<file path="src/rtl/chan_router_pkg.sv">
// Shared encodings for the channel command router.
// States, error codes and the fixed words of the synthetic error packet.
package chan_router_pkg;

   typedef enum logic [2:0] {
      IDLE,
      FWD_CMD,
      WAIT_RESP,
      DRAIN_BAD,
      SEND_RSN,
      SEND_ERR
   } state_t;

   localparam logic [3:0]  ERR_NONE     = 4'd0;
   localparam logic [3:0]  ERR_BAD_DEST = 4'd1;
   localparam logic [3:0]  ERR_TIMEOUT  = 4'd2;
   localparam logic [7:0]  ERR_TAG      = 8'hEE;
   localparam logic [31:0] RSN_WORD     = 32'h0;

   function automatic logic [7:0] sat_add(
      input logic [7:0] v,
      input logic [4:0] n
   );
      logic [8:0] s;
      s = {1'b0, v} + {4'b0, n};
      return s[8] ? 8'hFF : s[7:0];
   endfunction

   function automatic logic [31:0] err_word(
      input logic [3:0] code,
      input logic [3:0] sel
   );
      return {ERR_TAG, 4'h0, code, 12'h000, sel};
   endfunction

endpackage

</file>
<file path="src/rtl/chan_resp_timer.sv">
// Response-wait timer: counts while enabled and flags expiry
// at TIMEOUT_CYCLES-1, holding there until cleared.
module chan_resp_timer #(
   parameter int TIMEOUT_CYCLES = 50000,
   parameter int TIMER_W        = 16
) (
   input  logic clk,
   input  logic rst_n,
   input  logic clear,
   input  logic en,
   output logic expired
);

   logic [TIMER_W-1:0] cnt;

   assign expired = (cnt == TIMER_W'(TIMEOUT_CYCLES - 1));

   always_ff @(posedge clk or negedge rst_n) begin
      if (!rst_n) begin
         cnt <= '0;
      end else if (clear) begin
         cnt <= '0;
      end else if (en && !expired) begin
         cnt <= cnt + 1'b1;
      end
   end

endmodule

</file>
<file path="src/rtl/chan_cmd_router.sv">
// Routes command packets to one of NUM_CHAN links and returns the reply,
// substituting an error packet on bad destination or response timeout.
module chan_cmd_router
   import chan_router_pkg::*;
#(
   parameter int NUM_CHAN       = 5,
   parameter int TIMEOUT_CYCLES = 50000,
   parameter int TIMER_W        = 16
) (
   input  logic                     clk,
   input  logic                     rst_n,
   input  logic [31:0]              cmd_data,
   input  logic [3:0]               cmd_dest,
   input  logic                     cmd_last,
   input  logic                     cmd_valid,
   output logic                     cmd_ready,
   output logic [31:0]              ch_tx_data,
   output logic                     ch_tx_last,
   output logic [NUM_CHAN-1:0]      ch_tx_valid,
   input  logic [NUM_CHAN-1:0]      ch_tx_ready,
   input  logic [32*NUM_CHAN-1:0]   ch_rx_data,
   input  logic [NUM_CHAN-1:0]      ch_rx_last,
   input  logic [NUM_CHAN-1:0]      ch_rx_valid,
   output logic [NUM_CHAN-1:0]      ch_rx_ready,
   output logic [31:0]              resp_data,
   output logic                     resp_last,
   output logic                     resp_valid,
   input  logic                     resp_ready,
   output logic [7:0]               timeout_cnt,
   output logic [7:0]               bad_dest_cnt,
   output logic [7:0]               stale_cnt
);

   state_t              state;
   logic [3:0]          sel;
   logic [3:0]          err_code;
   logic                got_first;
   logic [NUM_CHAN-1:0] hit;
   logic [31:0]         rx_data_sel;
   logic                tx_rdy_sel;
   logic                rx_vld_sel;
   logic                rx_last_sel;
   logic                cmd_acc;
   logic                rx_acc;
   logic                tmr_clr;
   logic                tmr_en;
   logic                expired;

   always_comb begin
      hit         = '0;
      rx_data_sel = '0;
      for (int i = 0; i < NUM_CHAN; i++) begin
         hit[i] = (sel == 4'(i));
         if (hit[i]) rx_data_sel = ch_rx_data[32*i +: 32];
      end
   end

   assign tx_rdy_sel  = |(ch_tx_ready & hit);
   assign rx_vld_sel  = |(ch_rx_valid & hit);
   assign rx_last_sel = |(ch_rx_last & hit);

   // Outputs are gated by rst_n so they drop the instant reset asserts.
   always_comb begin
      cmd_ready   = 1'b0;
      ch_tx_valid = '0;
      ch_tx_data  = cmd_data;
      ch_tx_last  = cmd_last;
      ch_rx_ready = '0;
      resp_valid  = 1'b0;
      resp_data   = '0;
      resp_last   = 1'b0;
      if (rst_n) begin
         unique case (state)
            IDLE: ch_rx_ready = '1;
            FWD_CMD: begin
               ch_tx_valid = hit & {NUM_CHAN{cmd_valid}};
               cmd_ready   = tx_rdy_sel;
            end
            WAIT_RESP: begin
               resp_valid  = rx_vld_sel;
               ch_rx_ready = hit & {NUM_CHAN{resp_ready}};
               resp_data   = rx_data_sel;
               resp_last   = rx_last_sel;
            end
            DRAIN_BAD: cmd_ready = 1'b1;
            SEND_RSN: begin
               resp_valid = 1'b1;
               resp_data  = RSN_WORD;
            end
            SEND_ERR: begin
               resp_valid = 1'b1;
               resp_last  = 1'b1;
               resp_data  = err_word(err_code, sel);
            end
            default: ;
         endcase
      end
   end

   assign cmd_acc = cmd_valid & cmd_ready;
   assign rx_acc  = (state == WAIT_RESP) & resp_valid & resp_ready;
   assign tmr_clr = (state == FWD_CMD) & cmd_acc & cmd_last;
   assign tmr_en  = (state == WAIT_RESP) & ~got_first;

   chan_resp_timer #(
      .TIMEOUT_CYCLES(TIMEOUT_CYCLES),
      .TIMER_W       (TIMER_W)
   ) u_timer (
      .clk    (clk),
      .rst_n  (rst_n),
      .clear  (tmr_clr),
      .en     (tmr_en),
      .expired(expired)
   );

   always_ff @(posedge clk or negedge rst_n) begin
      if (!rst_n) begin
         state        <= IDLE;
         sel          <= '0;
         err_code     <= ERR_NONE;
         got_first    <= 1'b0;
         timeout_cnt  <= '0;
         bad_dest_cnt <= '0;
         stale_cnt    <= '0;
      end else begin
         unique case (state)
            IDLE: begin
               stale_cnt <= sat_add(stale_cnt,
                                    5'($countones(ch_rx_valid)));
               if (cmd_valid) begin
                  sel   <= cmd_dest;
                  state <= (cmd_dest < 4'(NUM_CHAN)) ? FWD_CMD
                                                     : DRAIN_BAD;
               end
            end
            FWD_CMD: begin
               if (cmd_acc && cmd_last) begin
                  got_first <= 1'b0;
                  state     <= WAIT_RESP;
               end
            end
            WAIT_RESP: begin
               // An accepted beat beats a coincident expiry.
               if (rx_acc) begin
                  got_first <= 1'b1;
                  if (resp_last) state <= IDLE;
               end else if (expired && !got_first) begin
                  err_code <= ERR_TIMEOUT;
                  state    <= SEND_RSN;
               end
            end
            DRAIN_BAD: begin
               if (cmd_valid && cmd_last) begin
                  err_code     <= ERR_BAD_DEST;
                  bad_dest_cnt <= sat_add(bad_dest_cnt, 5'd1);
                  state        <= SEND_RSN;
               end
            end
            SEND_RSN: begin
               if (resp_ready) state <= SEND_ERR;
            end
            SEND_ERR: begin
               if (resp_ready) begin
                  if (err_code == ERR_TIMEOUT)
                     timeout_cnt <= sat_add(timeout_cnt, 5'd1);
                  state <= IDLE;
               end
            end
            default: state <= IDLE;
         endcase
      end
   end

endmodule

</file>
<file path="config.mk">
export PLATFORM = sky130hd
export DESIGN_NAME = chan_cmd_router
export DESIGN_NICKNAME = d
export VERILOG_FILES = /design/src/rtl/chan_router_pkg.sv /design/src/rtl/chan_resp_timer.sv /design/src/rtl/chan_cmd_router.sv
export SDC_FILE = /design/constraint.sdc
export NUM_CORES = 1
export LEC_CHECK = 0
export BUFFER_PORTS_ARGS = -buffer_cell sky130_fd_sc_hd__buf_2
export CORE_AREA = 2 2 123 125
export DETAILED_ROUTE_END_ITERATION = 16
export DIE_AREA = 0 0 125 127
export SYNTH_ARGS = -nofsm -noshare
export SYNTH_HDL_FRONTEND = slang
export SYNTH_SLANG_ARGS = --single-unit
</file>
<file path="constraint.sdc">
create_clock -name clk -period 5.58 [get_ports clk]
set_input_delay 0.558 -clock clk [delete_from_list [all_inputs] [get_ports clk]]
set_output_delay 0.558 -clock clk [all_outputs]
set_load 0.005 [all_outputs]
</file>
==> run summary, run 1 <==
Hold/Removal Path Class: in -> async
ANT nets after route: 0
skew final: 3.39 ps
placed cell areas: 5600 µm²
Die H: 127 µm
endpoints failing setup: 0
Core Region: 14,400 µm²
CTS max path bufs: 2
DRC viols: 0
H-tree depth: 2
Startpoint Class: register
max-slew violations: 0
Crit path arrival time: 2830 ps
slew margin rel.: 31.0%
later-pin clock latency in the skew report: 290 ps
hold-fix buffers at CTS: 0
number of port buffers: 253
GRT met3 Usage: 6.57%
Post-synth ARST share: 100%
DR vias: 4,809
Vias/cell: 5.20
Syn Area/Cell: 8.31 µm²
worst slew pin tran: 1030 ps
Max VDD drop: 0.163 mV
CTS Root Cell: clkbuf_16
GRT Residual Overflow: 0
Final Instance Count excl. Fillers: 924
Setup Fix Bufs, Post-CTS: 0
Critical Path RT: 5020 ps
wire length per cell: 19.3 µm
Post-Place Cells: 916
DIE WIDTH: 125 µm
CP max-delay cell: nand4bb_2
diodes inserted: 0
CTS buffer count: 5
Netlist cell types: 63
Post-Syn Instances: 538
Tot Pwr: 2.24 mW
Final Hold Fails: 0
P_leak: 2.85 nW
Post-Syn Area: 4470 µm²
register area share after synthesis: 28.0%
YS warnings: 0
post-route cell area: 5760 µm²
number of enable flip-flop cells after synthesis: 0
critical path peak fanout: 34
Initial Utilization: 31.0%
gpl congestion: 0.896
Clock Pin Slew Worst Setup and Hold Paths: 70 ps
CTS sink cnt: 50
largest net degree at the start of global routing: 60
ratio of cells with drive above 1 in the final layout: 39.6%
PD cells: 389 nW/µm²
drt first pass iters: 4
minimum clock period: 3390 ps
GRT Total Usage: 21.1%
Top Usage Layer GRT: met2
vias in the first global route: 4,612
Row Count: 44
number of antenna violations at the first check in global routing: 0
family with the most delay on the worst path: simple AND/OR/NAND/NOR gates
first-pass GRT wire length: 26.3 mm
fin nets: 965
final core occ: 39.9%
setup tns final: 0 ps
endpoint class of the critical path: output pin
Boundary Pins: 318
Fmax achieved: 295 MHz
Post-DP HPWL: 14.5 mm
RSZ-0062 raised after global routing: false
WL final: 17.8 mm
met2 GRT Util: 35.7%
Buf+Inv Stages, Crit Path: 1
max-cap violation count: 0
TritonCTS clock tree: built
1st-iter DRT viols: 298
Mapped Nets: 764
Setup Crit Path Kind: reg -> out
period utilization: 60.8%
Die ar.: 15,900 µm²
post_cts resized: 0
status: finished, final reports clean
met1 usage: 26.6%
area grow syn2layout: 28.8%
Seq cells post-synth: 50
Main synth FF type: dfrtp_1
critical path cell sequence: nand4bb_2, a2111o_1, o211ai_4, buf_2
slowest stage delay, CP: 990 ps
==> where the power goes <==
| group | switching, mW | internal (mW) |
|---|---|---|
| Sequential | 0.232 | 0.501 |
| Clock | 0.134 | 0.192 |
| Combinational | 0.645 | 0.540 |
==> path summary, 6_finish.rpt <==
kind                              from           end  slack (ps)  cells past startpoint
max in group asynchronous        rst_n        sel[0]        4600                      2
setup reg to reg              state[2]      state[1]        2470                      6
hold reg to reg            err_code[1]   err_code[1]         510                      1
hold / removal                   rst_n  stale_cnt[6]         480                      2
setup / recovery              state[2]    resp_valid        2190                      4
min in group clk           err_code[1]   err_code[1]         510                      1
==> registers in the layout (all words and copies together) (netlist names) <==
register	count
got_first	1
sel	4
timeout_cnt	8
u_timer.cnt	16
state	3
bad_dest_cnt	8
stale_cnt	8
err_code	2
==> synthesized netlist by cell type, drive strengths merged, types with 3 or more instances <==
library cell	number	area [µm²]
mux2	10	116
a221oi	11	96.3
a22oi	22	170
nor2	48	180
o22ai	3	18.8
nor3	6	30.0
dfrtp	50	1250
a21oi	53	269
nand3	18	90.1
ha	7	87.6
nand4	7	43.8
a21boi	3	22.5
buf	47	330
and3	7	43.8
inv	12	45.0
o21ai	26	130
o211ai	5	51.3
nor3b	5	37.5
nor4	6	88.8
a31oi	3	18.8
xor2	16	140
nor2b	13	81.3
mux2i	34	340
xnor2	11	96.3
clkbuf	17	73.8
nand2	57	216
nand3b	6	45.0
and2	3	18.8
fa	3	60.1
a21o	4	30.0
==> per-stage QoR <==
stage          worst slack (ps)  hold slack [ps]
6_report                   2190              484
5_1_grt                    2040              523
4_1_cts                    2130              503
3_5_place_dp               2250              488
3_3_place_gp               2330              491
2_1_floorplan              2640              262
==> cells in the final DEF, fill, tap and decap left out, types with 2 or more instances in the layout <==
cell       count
a21boi_0       3
a21o_1         4
a21oi_1       52
a221oi_1      11
a22oi_1       21
a31oi_1        3
and2_1         2
and3_1         7
and3b_1        2
buf_2        253
buf_4          6
clkbuf_16      5
clkbuf_8       2
dfrtp_1       49
fa_1           3
ha_1           7
inv_1         12
mux2_2         9
mux2i_1       34
nand2_1       56
nand3_1       18
nand3b_1       6
nand4_1        7
nor2_1        48
nor2b_1       13
nor3_1         6
nor3b_1        5
nor4_1         2
nor4_4         4
o211ai_1       4
o21a_1         2
o21ai_0       25
o22ai_1        3
o31ai_1        2
or2_2          2
xnor2_1       11
xor2_1        16
==> per-layer routing <==
metal | up-vias | wire, µm
li1 | 2298 | -
met1 | 2268 | 7400
met2 | 229 | 8670
met3 | 14 | 1540
met4 | 0 | 233
met5 | - | 0
==> final cells by class <==
| type | instances | area, µm² |
|---|---|---|
| well taps | 184 | 230 |
| clock inverters | 1 | 8.76 |
| flip-flops and latches | 50 | 1250 |
| multi-input cells | 411 | 2760 |
| repair buffers | 259 | 1310 |
| fillers | 1536 | 8660 |
| inverters | 12 | 45.0 |
| clock buffers | 7 | 153 |
==> cells by family (layout without fill, tap and decap cells) <==
family,Yosys count,count (layout),share of synthesized area (%)
flops,50,50,28.0
mux,44,44,10.2
simple gates,189,189,22.2
xor+xnor,27,27,5.29
fa+ha+maj,10,10,3.30
buf+inv,77,279,10.8
compound gates,141,141,20.2
Note: power is estimated with default switching activity, not from simulation.
==> run 2: changes to the inputs <==
==> constraint.sdc (replaced) <==
create_clock -name clk -period 3.2 [get_ports clk]
set_input_delay 0.32 -clock clk [delete_from_list [all_inputs] [get_ports clk]]
set_output_delay 0.32 -clock clk [all_outputs]
set_load 0.005 [all_outputs]
==> run 2 against run 1 <==
Effect of this change: first-iteration DRC count fell by 5.7%; flip-flop and latch count did not move; cell area rose by 2.5%.
==> run summary, run 2 (synthesized netlist as in run 1, its figures left out) <==
Die ar.: 15,900 µm² (unchanged)
worst flop-to-flop path startpoint: stale_cnt[0]
CP max-delay cell: dfrtp_2
ratio of cells with drive above 1 in the final layout: 40.7% (+1.1 points)
Sw Ratio: 44.2% (-0.90 points)
later-pin clock latency in the skew report: 300 ps (about the same)
largest net degree at the start of global routing: 35 (-42%)
1st-iter DRT viols: 281 (-5.7%)
endpoint class of the critical path: output pin
DR WL met2: 8.50 mm (-2.0%)
TritonCTS clock tree: built
Combinational Power Share: 53.5% (+0.7 points)
Critical Path RT: 2880 ps (-2140 ps)
wire length per cell: 19.1 µm (-0.96%)
Boundary Pins: 318 (unchanged)
critical path peak fanout: 24 (-29%)
slew margin rel.: 53.9% (+23 points)
CTS max path bufs: 2 (unchanged)
Core Region: 14,400 µm² (unchanged)
max-slew violations: 0 (unchanged)
wl on met1: 7.48 mm (+1.1%)
Biggest register: u_timer.cnt
period utilization: 88.2%
critical path cell sequence: inv_1, nor4_4, buf_4, a221oi_1, o21ai_0, buf_2
Hold Startpoint: cmd_dest[1]
worst slew pin tran: 684 ps (-342 ps)
max-cap violation count: 0 (unchanged)
Max VDD drop: 0.279 mV (+71%)
DRC viols: 0 (unchanged)
PD cells: 696 nW/µm² (+79%)
r2r endpoint: stale_cnt[1]
diodes inserted: 0 (unchanged)
Setup Fix Bufs, Post-CTS: 0 (unchanged)
placed cell areas: 5720 µm² (+2.1%)
post-route cell area: 5910 µm² (+2.5%)
Crit path arrival time: 2500 ps (-330 ps)
Tot Pwr: 4.11 mW (+83%)
Initial Utilization: 31.0% (unchanged)
commonest non-fill, non-tap cell in the layout: buf_2
Setup Crit Path Kind: reg -> out
R2R cell count: 11 (+5)
final setup margin: 379 ps (-1810 ps)
minimum clock period: 2820 ps
sw power: 1.81 mW (+79%)
met3 WL post-DR: 1.58 mm (+3.0%)
GRT Total Usage: 21.4% (+0.36 points)
Vias/cell: 5.16 (-0.80%)
Die H: 127 µm (unchanged)
CTS Root Cell: clkbuf_16
Fillers: 1,540 (+0.26%)
area grow syn2layout: 32.1%
CTS buffer count: 5 (unchanged)
RSZ-0062 raised after global routing: false
power share of the clock group: 15.7% (+1.2 points)
CTS sink cnt: 50 (unchanged)
Place WS: 109 ps (-2140 ps)
Clock Pin Slew Worst Setup and Hold Paths: 60 ps (about the same)
setup tns final: 0 ps (unchanged)
final core occ: 40.9% (+1.0 points)
max reg flops: 16 (unchanged)
ANT nets after route: 0 (unchanged)
P_leak: 2.94 nW (+3.0%)
commonest non-fill, non-tap cells in the layout: 253 x buf_2, 56 x nand2_1, 52 x a21oi_1, 49 x dfrtp_1, 48 x nor2_1
number of antenna violations at the first check in global routing: 2 (+2)
Post-DP HPWL: 14.7 mm (+0.84%)
status: finished, final reports clean
Fmax achieved: 354 MHz
cell-internal power: 2.29 mW (+86%)
DR vias: 4,848 (+0.81%)
endpoints failing setup: 0 (unchanged)
Hold/Removal Path Class: in -> reg
max layer used: met5
GRT Residual Overflow: 0 (unchanged)
DIE WIDTH: 125 µm (unchanged)
vias in the first global route: 4,673 (+1.3%)
Seq pwr share: 30.8% (-1.9 points)
skew final: 10.2 ps (+6.86 ps)
drt first pass iters: 5 (+1)
Startpoint Class: register
hold path cells: 2
H-tree depth: 2 (unchanged)
Row Count: 44 (unchanged)
slowest stage delay, CP: 640 ps (-350 ps)
Final Hold Fails: 0 (unchanged)
reg2reg setup slack: 710 ps (-1760 ps)
WHS Endpoint: sel[1]
number of port buffers: 253 (unchanged)
WL final: 18.0 mm (+0.65%)
gpl congestion: 0.837 (-6.5%)
fin nets: 980 (+1.6%)
first-pass GRT wire length: 26.8 mm (+1.8%)
run 2: power by group through the flow:
stage / registers, mW / logic (mW) / clock network [mW]
2_1_floorplan: 1.09 / 1.62 / 0
3_3_place_gp: 1.27 / 2.18 / 0
3_5_place_dp: 1.26 / 2.20 / 0
4_1_cts: 1.26 / 2.21 / 0.664
5_1_grt: 1.31 / 2.42 / 0.688
6_report: 1.26 / 2.20 / 0.645
run 2: cell type report:
class	instances	area [µm²]	share of cell area, %
well taps	184	230	3.90
multi-input cells	411	2760	46.8
clock buffers	6	139	2.35
inverters	12	45.0	0.763
flip-flops and latches	50	1250	21.2
repair buffers	274	1440	24.4
clock inverters	2	38.8	0.657
run 2: what timing repair did:
action | 4_1_cts | 5_1_grt
gates resized for setup | 0 | 0
endpoints found under the hold margin | 12 | 0
hold buffers | 1 | 0
run 2: how the worst max path moves through the flow:
| stage | startpoint | end | slack [ps] | cells past startpoint |
|---|---|---|---|---|
| final | sel[0] | resp_data[3] | 380 | 6 |
| after floorplan | ch_rx_valid[0] | stale_cnt[0] | 500 | 12 |
| after CTS | sel[0] | resp_data[3] | 390 | 6 |
| after global placement | ch_rx_valid[0] | stale_cnt[0] | 200 | 13 |
| after detailed placement | ch_rx_valid[0] | stale_cnt[1] | 110 | 13 |
| after global routing | sel[0] | resp_data[3] | 200 | 6 |
run 2: worst max-delay path: cells and delay by family, from the launching register on:
kind,cells,cell delay (ps)
buffers and inverters,3,770
AO/OA/AOI/OAI,2,430
flip-flops,1,640
AND/OR/NAND/NOR,1,350
run 2: per-stage QoR:
| step | cells | hold WS [ps] |
|---|---|---|
| 2_1_floorplan | 538 | 24.4 |
| 3_3_place_gp | 930 | 271 |
| 3_5_place_dp | 930 | 266 |
| 4_1_cts | 939 | 268 |
| 5_1_grt | 939 | 271 |
| 6_report | 939 | 273 |
run 2: metal layers:
metal  vias to the layer above  global-route usage [%]
li1                       2324                       -
met1                      2257                    27.1
met2                       237                    35.1
met3                        26                    7.33
met4                         4                    5.75
met5                         -                       0
